### config.mk
export PLATFORM = sky130hd
export DESIGN_NAME = rx_xfer_sched_flat
export DESIGN_NICKNAME = d
export VERILOG_FILES = /design/src/rtl/rx_xfer_sched_pkg.sv /design/src/rtl/rx_xfer_sched_if.sv /design/src/rtl/rx_xfer_sched_wr_addr.sv /design/src/rtl/rx_xfer_sched.sv /design/src/flat_wrapper.sv
export SDC_FILE = /design/constraint.sdc
export NUM_CORES = 1
export LEC_CHECK = 0
export CAP_MARGIN = 25
export CORE_AREA = 2 2 72 74
export DETAILED_ROUTE_END_ITERATION = 10
export DIE_AREA = 0 0 74 76
export GPL_TIMING_DRIVEN = 1
export PLACE_DENSITY = 0.64
export SLEW_MARGIN = 20
export SYNTH_ARGS = -nofsm -noshare
export SYNTH_HDL_FRONTEND = slang
export SYNTH_SLANG_ARGS = --single-unit
### constraint.sdc
create_clock -name adc_clk -period 4.5 [get_ports adc_clk]
set_input_delay 0.45 -clock adc_clk [delete_from_list [all_inputs] [get_ports adc_clk]]
set_output_delay 0.45 -clock adc_clk [all_outputs]
set_load 0.05 [all_outputs]
### src/rtl/rx_xfer_sched_pkg.sv
// Shared definitions for the RX DDC-to-BRAM transfer scheduler:
// walk state encoding, default sizing and a select-width helper.
package rx_xfer_sched_pkg;

   localparam int RX_CHANS_DEF = 4;
   localparam int NSAMPS_W_DEF = 7;
   localparam int ADDR_W_DEF   = 10;

   // One channel walk: RD_I, RD_Q, GAP repeated per channel, then DONE.
   typedef enum logic [2:0] {
      RXS_IDLE = 3'd0,
      RXS_RD_I = 3'd1,
      RXS_RD_Q = 3'd2,
      RXS_GAP  = 3'd3,
      RXS_DONE = 3'd4
   } rx_state_t;

   // Width of the DDC channel select; a single channel still gets one bit.
   function automatic int chan_w(input int n);
      return (n > 1) ? $clog2(n) : 1;
   endfunction

endpackage

### src/rtl/rx_xfer_sched_if.sv
// DDC read strobes and BRAM port-A write bus driven by the scheduler.
// master = scheduler side, slave = DDC/BRAM/frame-consumer side.
interface rx_xfer_sched_if
   import rx_xfer_sched_pkg::*;
#(
   parameter int RX_CHANS = RX_CHANS_DEF,
   parameter int ADDR_W   = ADDR_W_DEF
);
   localparam int CHAN_W = chan_w(RX_CHANS);

   logic              rx_avail;   // new I/Q sample on every DDC
   logic              rd_i;       // select I word on every DDC output
   logic              rd_q;       // select Q word on every DDC output
   logic [CHAN_W-1:0] chan_sel;   // DDC output mux, aligned with the write
   logic              wr_en;      // BRAM port-A write enable
   logic [ADDR_W-1:0] waddr;      // BRAM port-A address within the bank
   logic              flip;       // end-of-frame bank swap strobe

   modport master (
      input  rx_avail,
      output rd_i, rd_q, chan_sel, wr_en, waddr, flip
   );

   modport slave (
      output rx_avail,
      input  rd_i, rd_q, chan_sel, wr_en, waddr, flip
   );
endinterface

### src/rtl/rx_xfer_sched_wr_addr.sv
// BRAM port-A address generator. Counts writes within the current bank,
// saturates at the last word and suppresses any write that would land on
// the last word a second time, flagging a sticky overflow instead.
module rx_xfer_sched_wr_addr #(
   parameter int ADDR_W = 10
) (
   input  logic              adc_clk,
   input  logic              reset_n,
   input  logic              wr_req,
   input  logic              flip,
   input  logic              clr_err,
   output logic              wr_en,
   output logic [ADDR_W-1:0] waddr,
   output logic              overflow
);

   localparam logic [ADDR_W-1:0] TOP_ADDR = '1;

   logic [ADDR_W-1:0] waddr_reg;
   logic              top_written_reg;
   logic              overflow_reg;
   logic              at_top;
   logic              blocked;

   // The last word may be written once; a repeat attempt there is the
   // first word that no longer fits in the bank.
   assign at_top   = (waddr_reg == TOP_ADDR);
   assign blocked  = at_top && top_written_reg;
   assign wr_en    = wr_req && !blocked;
   assign waddr    = waddr_reg;
   assign overflow = overflow_reg;

   // Address advance per write, hold at the top, restart on bank flip.
   always_ff @(posedge adc_clk or negedge reset_n) begin
      if (!reset_n) begin
         waddr_reg       <= '0;
         top_written_reg <= 1'b0;
      end else if (flip) begin
         waddr_reg       <= '0;
         top_written_reg <= 1'b0;
      end else if (wr_en) begin
         if (at_top)
            top_written_reg <= 1'b1;
         else
            waddr_reg <= waddr_reg + 1'b1;
      end
   end

   // Sticky overflow flag; a new suppressed write beats a clear.
   always_ff @(posedge adc_clk or negedge reset_n) begin
      if (!reset_n)
         overflow_reg <= 1'b0;
      else if (wr_req && blocked)
         overflow_reg <= 1'b1;
      else if (clr_err)
         overflow_reg <= 1'b0;
   end

endmodule

### src/rtl/rx_xfer_sched.sv
// RX transfer scheduler: on each DDC sample strobe, walks every channel
// reading I then Q, writes the words into the current BRAM bank, counts
// walks per frame and emits a bank-flip strobe at frame end.
module rx_xfer_sched
   import rx_xfer_sched_pkg::*;
#(
   parameter int RX_CHANS = RX_CHANS_DEF,
   parameter int NSAMPS_W = NSAMPS_W_DEF,
   parameter int ADDR_W   = ADDR_W_DEF
) (
   input  logic                adc_clk,
   input  logic                reset_n,
   input  logic                enable,
   input  logic [NSAMPS_W-1:0] nsamps,
   input  logic                clr_err,
   output logic                busy,
   output logic                overrun,
   output logic                overflow,
   rx_xfer_sched_if.master     bus
);

   localparam int                CHAN_W    = chan_w(RX_CHANS);
   localparam logic [CHAN_W-1:0] LAST_CHAN = CHAN_W'(RX_CHANS - 1);

   rx_state_t           state_reg, state_next;
   logic [CHAN_W-1:0]   chan_reg, chan_next;
   logic [NSAMPS_W-1:0] count_reg, count_next;
   logic [NSAMPS_W-1:0] nsamps_q_reg;
   logic                nsamps_vld_reg;
   logic                frame_end;
   logic                flip_req_reg;
   logic                flip_reg;
   logic                rd_i;
   logic                rd_q;
   logic                wr_req_reg;
   logic [CHAN_W-1:0]   chan_sel_reg;
   logic                overrun_reg;
   logic                overrun_set;
   logic                wr_en;
   logic [ADDR_W-1:0]   waddr;

   // Any strobe outside IDLE (walking or in DONE) is a lost sample.
   assign overrun_set = bus.rx_avail && (state_reg != RXS_IDLE);

   // Walk state register with channel index and frame transfer count.
   always_ff @(posedge adc_clk or negedge reset_n) begin
      if (!reset_n) begin
         state_reg <= RXS_IDLE;
         chan_reg  <= '0;
         count_reg <= '0;
      end else begin
         state_reg <= state_next;
         chan_reg  <= chan_next;
         count_reg <= count_next;
      end
   end

   // Next-state, channel stepping, frame counting and read strobes.
   always_comb begin
      state_next = state_reg;
      chan_next  = chan_reg;
      count_next = count_reg;
      frame_end  = 1'b0;
      rd_i       = 1'b0;
      rd_q       = 1'b0;
      busy       = 1'b0;
      case (state_reg)
         RXS_IDLE: begin
            if (bus.rx_avail && enable) begin
               state_next = RXS_RD_I;
               chan_next  = '0;
            end
         end
         RXS_RD_I: begin
            rd_i       = 1'b1;
            busy       = 1'b1;
            state_next = RXS_RD_Q;
         end
         RXS_RD_Q: begin
            rd_q       = 1'b1;
            busy       = 1'b1;
            state_next = RXS_GAP;
         end
         RXS_GAP: begin
            // Dead cycle while the DDC rotates its output register.
            busy = 1'b1;
            if (chan_reg == LAST_CHAN) begin
               state_next = RXS_DONE;
            end else begin
               chan_next  = chan_reg + 1'b1;
               state_next = RXS_RD_I;
            end
         end
         RXS_DONE: begin
            state_next = RXS_IDLE;
            if (count_reg == nsamps_q_reg) begin
               count_next = '0;
               frame_end  = 1'b1;
            end else begin
               count_next = count_reg + 1'b1;
            end
         end
         default: state_next = RXS_IDLE;
      endcase
   end

   // Frame length is sampled at the first strobe after reset and at every
   // flip, so a mid-frame change only affects the following frame.
   always_ff @(posedge adc_clk or negedge reset_n) begin
      if (!reset_n) begin
         nsamps_q_reg   <= '0;
         nsamps_vld_reg <= 1'b0;
      end else if (flip_reg || (bus.rx_avail && !nsamps_vld_reg)) begin
         nsamps_q_reg   <= nsamps;
         nsamps_vld_reg <= 1'b1;
      end
   end

   // Frame-end decision is retimed twice before leaving as flip, keeping
   // the bank swap well clear of the final write of the walk.
   always_ff @(posedge adc_clk or negedge reset_n) begin
      if (!reset_n) begin
         flip_req_reg <= 1'b0;
         flip_reg     <= 1'b0;
      end else begin
         flip_req_reg <= frame_end;
         flip_reg     <= flip_req_reg;
      end
   end

   // DDC output is registered: the write trails its read strobe by one
   // cycle, and the mux select trails the channel index to match.
   always_ff @(posedge adc_clk or negedge reset_n) begin
      if (!reset_n) begin
         wr_req_reg   <= 1'b0;
         chan_sel_reg <= '0;
      end else begin
         wr_req_reg   <= rd_i || rd_q;
         chan_sel_reg <= chan_reg;
      end
   end

   // Sticky overrun flag; a new lost strobe beats a clear.
   always_ff @(posedge adc_clk or negedge reset_n) begin
      if (!reset_n)
         overrun_reg <= 1'b0;
      else if (overrun_set)
         overrun_reg <= 1'b1;
      else if (clr_err)
         overrun_reg <= 1'b0;
   end

   rx_xfer_sched_wr_addr #(
      .ADDR_W (ADDR_W)
   ) u_wr_addr (
      .adc_clk  (adc_clk),
      .reset_n  (reset_n),
      .wr_req   (wr_req_reg),
      .flip     (flip_reg),
      .clr_err  (clr_err),
      .wr_en    (wr_en),
      .waddr    (waddr),
      .overflow (overflow)
   );

   assign overrun      = overrun_reg;
   assign bus.rd_i     = rd_i;
   assign bus.rd_q     = rd_q;
   assign bus.chan_sel = chan_sel_reg;
   assign bus.wr_en    = wr_en;
   assign bus.waddr    = waddr;
   assign bus.flip     = flip_reg;

endmodule

### src/flat_wrapper.sv
// flat-port wrapper written by rule: the top's interface ports become plain ports
module rx_xfer_sched_flat import rx_xfer_sched_pkg::*;
#(
   parameter int RX_CHANS = RX_CHANS_DEF,
   parameter int NSAMPS_W = NSAMPS_W_DEF,
   parameter int ADDR_W   = ADDR_W_DEF
)
  (adc_clk, reset_n, enable, nsamps, clr_err, busy, overrun, overflow, bus_rx_avail, bus_rd_i, bus_rd_q, bus_chan_sel, bus_wr_en, bus_waddr, bus_flip);
  rx_xfer_sched_if #(.RX_CHANS(RX_CHANS), .ADDR_W(ADDR_W)) bus_i ();
  input  logic adc_clk;
  input  logic reset_n;
  input  logic enable;
  input  logic [NSAMPS_W-1:0] nsamps;
  input  logic clr_err;
  output logic busy;
  output logic overrun;
  output logic overflow;
  input wire logic [$bits(bus_i.rx_avail)-1:0] bus_rx_avail;
  output wire logic [$bits(bus_i.rd_i)-1:0] bus_rd_i;
  output wire logic [$bits(bus_i.rd_q)-1:0] bus_rd_q;
  output wire logic [$bits(bus_i.chan_sel)-1:0] bus_chan_sel;
  output wire logic [$bits(bus_i.wr_en)-1:0] bus_wr_en;
  output wire logic [$bits(bus_i.waddr)-1:0] bus_waddr;
  output wire logic [$bits(bus_i.flip)-1:0] bus_flip;
  assign bus_i.rx_avail = bus_rx_avail;
  assign bus_rd_i = bus_i.rd_i;
  assign bus_rd_q = bus_i.rd_q;
  assign bus_chan_sel = bus_i.chan_sel;
  assign bus_wr_en = bus_i.wr_en;
  assign bus_waddr = bus_i.waddr;
  assign bus_flip = bus_i.flip;
  rx_xfer_sched #(.RX_CHANS(RX_CHANS), .NSAMPS_W(NSAMPS_W), .ADDR_W(ADDR_W)) u_core (.adc_clk(adc_clk), .reset_n(reset_n), .enable(enable), .nsamps(nsamps), .clr_err(clr_err), .busy(busy), .overrun(overrun), .overflow(overflow), .bus(bus_i));
endmodule
==> impl_table.tex, run 1 <==
\begin{tabular}{lr}
\hline
Metric & Value \\
\hline
\multicolumn{2}{l}{\textbf{Status}} \\
\quad Outcome & complete, no violations \\
\multicolumn{2}{l}{\textbf{Global routing}} \\
\quad Initial antenna violation count & 0 \\
\quad Via count of the first global-routing pass & 1204 \\
\quad First-pass GRT wire length & 5.63 mm \\
\quad Pin count of the biggest net entering global routing & 39 \\
\quad GRT Overall Usage & 0.131 \\
\quad Aggregate global routing overflow & 0 \\
\multicolumn{2}{l}{\textbf{Finish}} \\
\quad Area delta synth->final & 25.1\% \\
\quad Diodes inserted & 0 \\
\quad Final cell area excluding filler cells & 0.00224 sq mm \\
\quad Layout net count & 216 \\
\quad Max reg flops & 10 \\
\quad Fraction of layout cells with a size suffix above 1 & 0.0990 \\
\quad Post-layout util & 0.456 \\
\multicolumn{2}{l}{\textbf{Die}} \\
\quad Initial core utilization & 0.365 \\
\quad Die width & 74 um \\
\quad Standard-cell rows & 26 \\
\quad Core area & 0.00491 sq mm \\
\quad Die footprint & 0.00562 sq mm \\
\quad Vert. Die Dim & 76 um \\
\quad Io pins & 31 \\
\multicolumn{2}{l}{\textbf{Logic synthesis}} \\
\quad Post-synthesis average cell area & 10.6 sq um \\
\quad Post-synth ARST share & 1.00 \\
\quad Top cell type's share of synthesized area & 0.531 \\
\quad Netlist area before placement & 0.00179 sq mm \\
\quad Flip-flop cell with the highest count after synthesis & sky130\_fd\_sc\_hd\_\_dfrtp\_1 \\
\quad Sequential share of the synthesized area & 0.531 \\
\quad Top post-synthesis cells by area & sky130\_fd\_sc\_hd\_\_dfrtp\_1, sky130\_fd\_sc\_hd\_\_mux2\_2, sky130\_fd\_sc\_hd\_\_nor2\_1 \\
\quad Number of flip-flops and latches in the synthesized netlist & 38 \\
\quad Library cell with the largest summed area after synthesis & sky130\_fd\_sc\_hd\_\_dfrtp\_1 \\
\quad Post-synth net total & 184 \\
\quad Most common library cells after synthesis & sky130\_fd\_sc\_hd\_\_dfrtp\_1, sky130\_fd\_sc\_hd\_\_nor2\_1, sky130\_fd\_sc\_hd\_\_a21oi\_1, sky130\_fd\_sc\_hd\_\_nand2\_1, sky130\_fd\_sc\_hd\_\_xnor2\_1 \\
\quad Synthesized instance count & 169 \\
\quad Most repeated cell in the gate-level netlist after synthesis & sky130\_fd\_sc\_hd\_\_dfrtp\_1 \\
\quad Synthesis warning total & 0 \\
\quad Distinct cell type count of the synthesized netlist & 36 \\
\quad Post-synth EDFFs & 0 \\
\multicolumn{2}{l}{\textbf{Power and ir drop}} \\
\quad Net switching share of the total power & 0.426 \\
\quad Total internal power & 0.760 mW \\
\quad Proportion of power drawn by the clock network & 0.183 \\
\quad Power share of the sequential group & 0.393 \\
\quad Combinational fraction of design power & 0.424 \\
\quad Pwr/cell area & 592 mW/mm\^{}2 \\
\quad Leakage power figure & 0.962 nW \\
\quad Maximum vdd drop & 200 uV \\
\quad Switching Power & 0.565 mW \\
\multicolumn{2}{l}{\textbf{Setup path}} \\
\quad Critical Path, Cell by Cell & nand4\_1 -> nor3\_1 -> a21boi\_0 -> clkdlybuf4s50\_1 \\
\quad Worst setup EP type & output pin \\
\quad Cell with the largest stage delay on the worst path & sky130\_fd\_sc\_hd\_\_clkdlybuf4s50\_1 \\
\quad Crit path launch type & flip-flop \\
\quad Path type of the worst setup path & reg2out \\
\quad Required @ worst endpoint & 4.05 ns \\
\quad Critical path data arrival time & 2.41 ns \\
\quad CP max FO & 8 \\
\quad Max incr delay on CP & 0.72 ns \\
\multicolumn{2}{l}{\textbf{Clocking}} \\
\quad H-Tree Depth & 2 \\
\quad Maximum buffer depth of the clock tree & 2 \\
\quad Number of clock sinks & 38 \\
\quad Clock input transition at the sequential cells of the worst setup and hold paths & 0.08 ns \\
\quad Clock Latency Late Sink & 0.29 ns \\
\quad Count of buffers added by post-CTS timing repair for setup & 0 \\
\quad CTS Buf Count & 5 \\
\quad Hold buffer count at CTS & 0 \\
\quad Clock tree from TritonCTS & built \\
\quad Root buf cell & sky130\_fd\_sc\_hd\_\_clkbuf\_8 \\
\quad Resized Gates After CTS & 0 \\
\multicolumn{2}{l}{\textbf{Timing}} \\
\quad Endpoints failing setup & 0 \\
\quad Tightest Pin Transition & 0.837 ns \\
\quad Fin. Hold Viols & 0 \\
\quad Setup TNS & 0 ns \\
\quad Share of the clock period used by the worst path & 0.635 \\
\quad Clk\_skew & 0.00746 ns \\
\quad Post-layout min period & 2.86 ns \\
\quad Fmax achieved & 0.350 GHz \\
\quad Setup repair after global routing missed its margin & false \\
\quad Min Hold Slack & 0.258 ns \\
\quad Rel. slew slack & 0.442 \\
\quad Fin. max-slew vios & 0 \\
\multicolumn{2}{l}{\textbf{Placement}} \\
\quad Number of port buffers & 30 \\
\quad Cell area reported after detailed placement & 0.00215 sq mm \\
\quad Post-DP HPWL & 2.30 mm \\
\quad Routability Congestion & 0.812 \\
\multicolumn{2}{l}{\textbf{Routing}} \\
\quad Total Wirelength & 3.28 mm \\
\quad Total via count after detailed routing & 1315 \\
\quad DR WL/cell & 12.1 um \\
\quad DR DRC count & 0 \\
\quad Number of DRC violations after detailed-routing iteration 0 & 82 \\
\quad Drt first pass iters & 4 \\
\quad Via/cell ratio & 4.83 \\
\quad Antenna violation net count after detailed routing & 0 \\
\multicolumn{2}{l}{\textbf{Hold path}} \\
\quad Class of the worst hold path & in2async \\
\multicolumn{2}{l}{\textbf{Job}} \\
\quad Number of maximum-capacitance violations & 0 \\
\hline
\end{tabular}
worst max-delay path, delay by kind of cell, from the launching register on:
kind                   cells  cell delay, ns
AOI/OAI and AO/OA          1            0.17
DFF                        1            0.42
buffers and inverters      1            0.72
and+or+nand+nor            2            0.80
kinds of logic (layout without fill, tap and decap cells):
group,count (synthesis),in the layout,share of synthesized area
mux,9,9,0.0559
compound gates,26,26,0.0859
flops,38,38,0.531
xor+xnor,17,17,0.0831
simple gates,66,66,0.199
fa+ha+maj,3,3,0.0210
buf+inv,10,43,0.0244
layout make-up:
type | instances | area (sq um)
clock buffer | 7 | 86.3
clock inverter | 1 | 5.00
fill | 477 | 2670
inverter | 5 | 18.8
multi-input combinational | 121 | 797
sequential | 38 | 951
tap | 70 | 87.6
timing repair buffer | 30 | 295
metrics by stage:
step / setup slack [ns] / power [mW] / instances
after floorplan: 1.79 / 0.917 / 169
after global placement: 2.00 / 1.09 / 264
after detailed placement: 1.96 / 1.10 / 264
after CTS: 1.63 / 1.34 / 272
after global routing: 1.42 / 1.42 / 272
final: 1.64 / 1.33 / 272
placed cells by master, fill, tap and decap left out, drive strengths merged, types with 2 or more instances in the layout:
cell	n
o21ai	8
nand4	4
a21oi	10
nand3	8
mux2	8
inv	5
clkbuf	7
nor2b	3
and4	3
nor3	4
nor3b	2
nand2	9
clkdlybuf4s50	29
dfrtp	38
xnor2	9
xor2	8
or4	2
o31ai	4
nor2	23
and3	3
ha	3
path summary, 6_finish.rpt:
check	from	end	slack, ns	cells past startpoint
min reg2reg	u_core.flip_req_reg	u_core.bus.flip	0.35	0
max reg2reg	u_core.u_wr_addr.waddr[4]	u_core.u_wr_addr.waddr[1]	2.84	4
max in group asynchronous	reset_n	u_core.nsamps_q_reg[1]	3.71	1
max	u_core.u_wr_addr.waddr[4]	bus_wr_en	1.64	4
min in group adc_clk	u_core.flip_req_reg	u_core.bus.flip	0.35	0
min	reset_n	u_core.u_wr_addr.waddr[6]	0.26	1
power by group through the flow:
stage | Clock [mW] | Sequential (mW) | Combinational (mW)
2_1_floorplan | 0 | 0.623 | 0.294
3_3_place_gp | 0 | 0.525 | 0.560
3_5_place_dp | 0 | 0.529 | 0.569
4_1_cts | 0.251 | 0.522 | 0.570
5_1_grt | 0.269 | 0.539 | 0.610
6_report | 0.243 | 0.522 | 0.561
routing by layer:
metal | GRT usage | vias to the layer above | share of wire
li1 | - | 656 | -
met1 | 0.179 | 625 | 0.48
met2 | 0.189 | 29 | 0.46
met3 | 0.0489 | 5 | 0.050
met4 | 0.0491 | 0 | 0.015
met5 | 0 | - | 0
(Power assumes the default switching activity.)
==> inputs of run 2 (changes only) <==
==> constraint.sdc (replaced) <==
create_clock -name adc_clk -period 2.9 [get_ports adc_clk]
set_input_delay 0.29 -clock adc_clk [delete_from_list [all_inputs] [get_ports adc_clk]]
set_output_delay 0.29 -clock adc_clk [all_outputs]
set_load 0.05 [all_outputs]
==> run 2 against run 1 <==
Wire length is 0.82% higher. Clock power is 81% higher. Die area stayed put. Hold slack worse by 0.16 ns. Largest cell class unchanged.
==> impl_table.tex, run 2 (synthesis results as in run 1) <==
\begin{tabular}{lr}
\hline
Metric & Value \\
\hline
\multicolumn{2}{l}{\textbf{Routing}} \\
\quad DR DRC count & 0 (unchanged) \\
\quad Number of DRC violations after detailed-routing iteration 0 & 55 (-33\%) \\
\quad Total Wirelength & 3.31 mm (+0.82\%) \\
\quad Via/cell ratio & 4.79 (-0.90\%) \\
\quad Total length of routed met2 wires & 1.53 mm (+2.1\%) \\
\quad Drt first pass iters & 4 (unchanged) \\
\quad Routed length on met1 & 1.58 mm (+0.70\%) \\
\quad Uppermost signal routing layer after detailed routing & met4 \\
\quad DR WL/cell & 12.1 um (+0.45\%) \\
\quad Routed length on met3 & 134 um (-18\%) \\
\quad Antenna violation net count after detailed routing & 0 (unchanged) \\
\quad Total via count after detailed routing & 1308 (-0.53\%) \\
\multicolumn{2}{l}{\textbf{Setup path}} \\
\quad Critical path data arrival time & 2.27 ns (-0.14 ns) \\
\quad Required @ worst endpoint & 2.61 ns (-1.44 ns) \\
\quad Crit path launch type & flip-flop \\
\quad CP max FO & 6 (-2) \\
\quad Path type of the worst setup path & reg2out \\
\quad Worst setup EP type & output pin \\
\multicolumn{2}{l}{\textbf{Finish}} \\
\quad Area delta synth->final & 26.3\% \\
\quad Number of fill cells in the layout & 468 (-1.9\%) \\
\quad Diodes inserted & 0 (unchanged) \\
\quad Layout net count & 217 (+0.46\%) \\
\quad Fraction of layout cells with a size suffix above 1 & 0.0985 (-0.000488) \\
\quad Most frequent cells in the layout & sky130\_fd\_sc\_hd\_\_dfrtp\_1, sky130\_fd\_sc\_hd\_\_clkdlybuf4s50\_1, sky130\_fd\_sc\_hd\_\_nor2\_1 \\
\quad Post-layout util & 0.461 (+0.00458) \\
\quad Most frequent standard cell in the layout excluding fill and tap cells & sky130\_fd\_sc\_hd\_\_dfrtp\_1 \\
\quad Max reg flops & 10 (unchanged) \\
\multicolumn{2}{l}{\textbf{Power and ir drop}} \\
\quad Maximum vdd drop & 297 uV (+49\%) \\
\quad Pwr/cell area & 937 mW/mm\^{}2 (+58\%) \\
\quad Leakage power figure & 0.971 nW (+1.0\%) \\
\multicolumn{2}{l}{\textbf{Die}} \\
\quad Io pins & 31 (unchanged) \\
\quad Die width & 74 um (unchanged) \\
\quad Core area & 0.00491 sq mm (unchanged) \\
\quad Initial core utilization & 0.365 (unchanged) \\
\quad Die footprint & 0.00562 sq mm (unchanged) \\
\quad Standard-cell rows & 26 (unchanged) \\
\quad Vert. Die Dim & 76 um (unchanged) \\
\multicolumn{2}{l}{\textbf{Timing}} \\
\quad Share of the clock period used by the worst path & 0.884 \\
\quad Post-layout min period & 2.56 ns \\
\quad Setup repair after global routing missed its margin & false \\
\quad Fin. Hold Viols & 0 (unchanged) \\
\quad Rel. slew slack & 0.439 (-0.00289) \\
\quad Clk\_skew & 0.00808 ns (+0.000619 ns) \\
\quad Setup TNS & 0 ns (unchanged) \\
\quad Min Hold Slack & 0.0953 ns (-0.163 ns) \\
\quad Fin. max-slew vios & 0 (unchanged) \\
\quad Tightest Pin Transition & 0.841 ns (+0.00434 ns) \\
\quad Fmax achieved & 0.390 GHz \\
\quad Final worst-path setup slack & 0.337 ns (-1.31 ns) \\
\quad Endpoints failing setup & 0 (unchanged) \\
\multicolumn{2}{l}{\textbf{Global routing}} \\
\quad Pin count of the biggest net entering global routing & 39 (unchanged) \\
\quad First-pass GRT wire length & 5.87 mm (+4.2\%) \\
\quad Initial antenna violation count & 0 (unchanged) \\
\quad Aggregate global routing overflow & 0 (unchanged) \\
\quad Via count of the first global-routing pass & 1240 (+3.0\%) \\
\quad GRT Overall Usage & 0.137 (+0.00543) \\
\multicolumn{2}{l}{\textbf{Clocking}} \\
\quad Maximum buffer depth of the clock tree & 2 (unchanged) \\
\quad Hold buffer count at CTS & 0 (unchanged) \\
\quad Number of clock sinks & 38 (unchanged) \\
\quad Clock input transition at the sequential cells of the worst setup and hold paths & 0.08 ns (about the same) \\
\quad Root buf cell & sky130\_fd\_sc\_hd\_\_clkbuf\_8 \\
\quad CTS Buf Count & 5 (unchanged) \\
\quad Resized Gates After CTS & 0 (unchanged) \\
\quad Count of buffers added by post-CTS timing repair for setup & 0 (unchanged) \\
\quad Clock Latency Late Sink & 0.29 ns (about the same) \\
\quad H-Tree Depth & 2 (unchanged) \\
\quad Clock tree from TritonCTS & built \\
\multicolumn{2}{l}{\textbf{Placement}} \\
\quad Setup slack after placement & 0.643 ns (-1.32 ns) \\
\quad Number of port buffers & 30 (unchanged) \\
\quad Routability Congestion & 0.761 (-6.2\%) \\
\quad Post-DP HPWL & 2.33 mm (+1.7\%) \\
\multicolumn{2}{l}{\textbf{Status}} \\
\quad Outcome & complete, no violations \\
\multicolumn{2}{l}{\textbf{Job}} \\
\quad Number of maximum-capacitance violations & 0 (unchanged) \\
\multicolumn{2}{l}{\textbf{Hold path}} \\
\quad Class of the worst hold path & in2async \\
\hline
\end{tabular}
[run 2: worst max-delay path: stages (launching register included)]
cell and delay (ns):
sky130_fd_sc_hd__dfrtp_1 0.42, sky130_fd_sc_hd__ha_1 0.27, sky130_fd_sc_hd__nand3_1 0.11, sky130_fd_sc_hd__nor3_1 0.05, sky130_fd_sc_hd__buf_4 0.16, sky130_fd_sc_hd__a21boi_0 0.16, sky130_fd_sc_hd__clkdlybuf4s50_1 0.82
[run 2: path summary, 6_finish.rpt]
kind	slack [ns]	cells after the start	end	start
setup / recovery	0.34	6	bus_wr_en	u_core.u_wr_addr.waddr[0]
hold / removal	0.1	1	u_core.u_wr_addr.waddr[6]	reset_n
setup reg to reg	1.20	4	u_core.count_reg[6]	u_core.state_reg[2]
hold reg to reg	0.34	0	u_core.bus.flip	u_core.flip_req_reg
max in group asynchronous	2.27	1	u_core.u_wr_addr.waddr[0]	reset_n
min in group adc_clk	0.34	0	u_core.bus.flip	u_core.flip_req_reg
[run 2: area by class of cell]
type / instances / area (sq um) / share of cell area
repair buffers: 31 / 303 / 0.134
inverters: 5 / 18.8 / 0.00829
flip-flops and latches: 38 / 951 / 0.420
clock buffers: 7 / 76.3 / 0.0337
well taps: 70 / 87.6 / 0.0387
clock inverters: 1 / 30.0 / 0.0133
multi-input cells: 121 / 797 / 0.352
[run 2: metrics by stage]
stage	area [sq um]	total power, mW	std cells
3_3_place_gp	2160	1.68	265
6_report	2260	2.12	273
4_1_cts	2260	2.15	273
5_1_grt	2260	2.27	273
3_5_place_dp	2160	1.70	265
2_1_floorplan	1790	1.42	169
[run 2: power breakdown]
| group | switching, mW | internal (mW) | leakage (nW) | total (mW) |
|---|---|---|---|---|
| Sequential | 0.161 | 0.651 | 0.496 | 0.812 |
| Clock | 0.182 | 0.257 | 0.0524 | 0.439 |
| Combinational | 0.532 | 0.336 | 0.423 | 0.868 |
| Total | 0.875 | 1.24 | 0.971 | 2.12 |
[run 2: metal layers]
| layer | global-route usage | vias to the layer above |
|---|---|---|
| li1 | - | 658 |
| met1 | 0.182 | 613 |
| met2 | 0.203 | 31 |
| met3 | 0.0463 | 6 |
| met4 | 0.0545 | 0 |
| met5 | 0 | - |
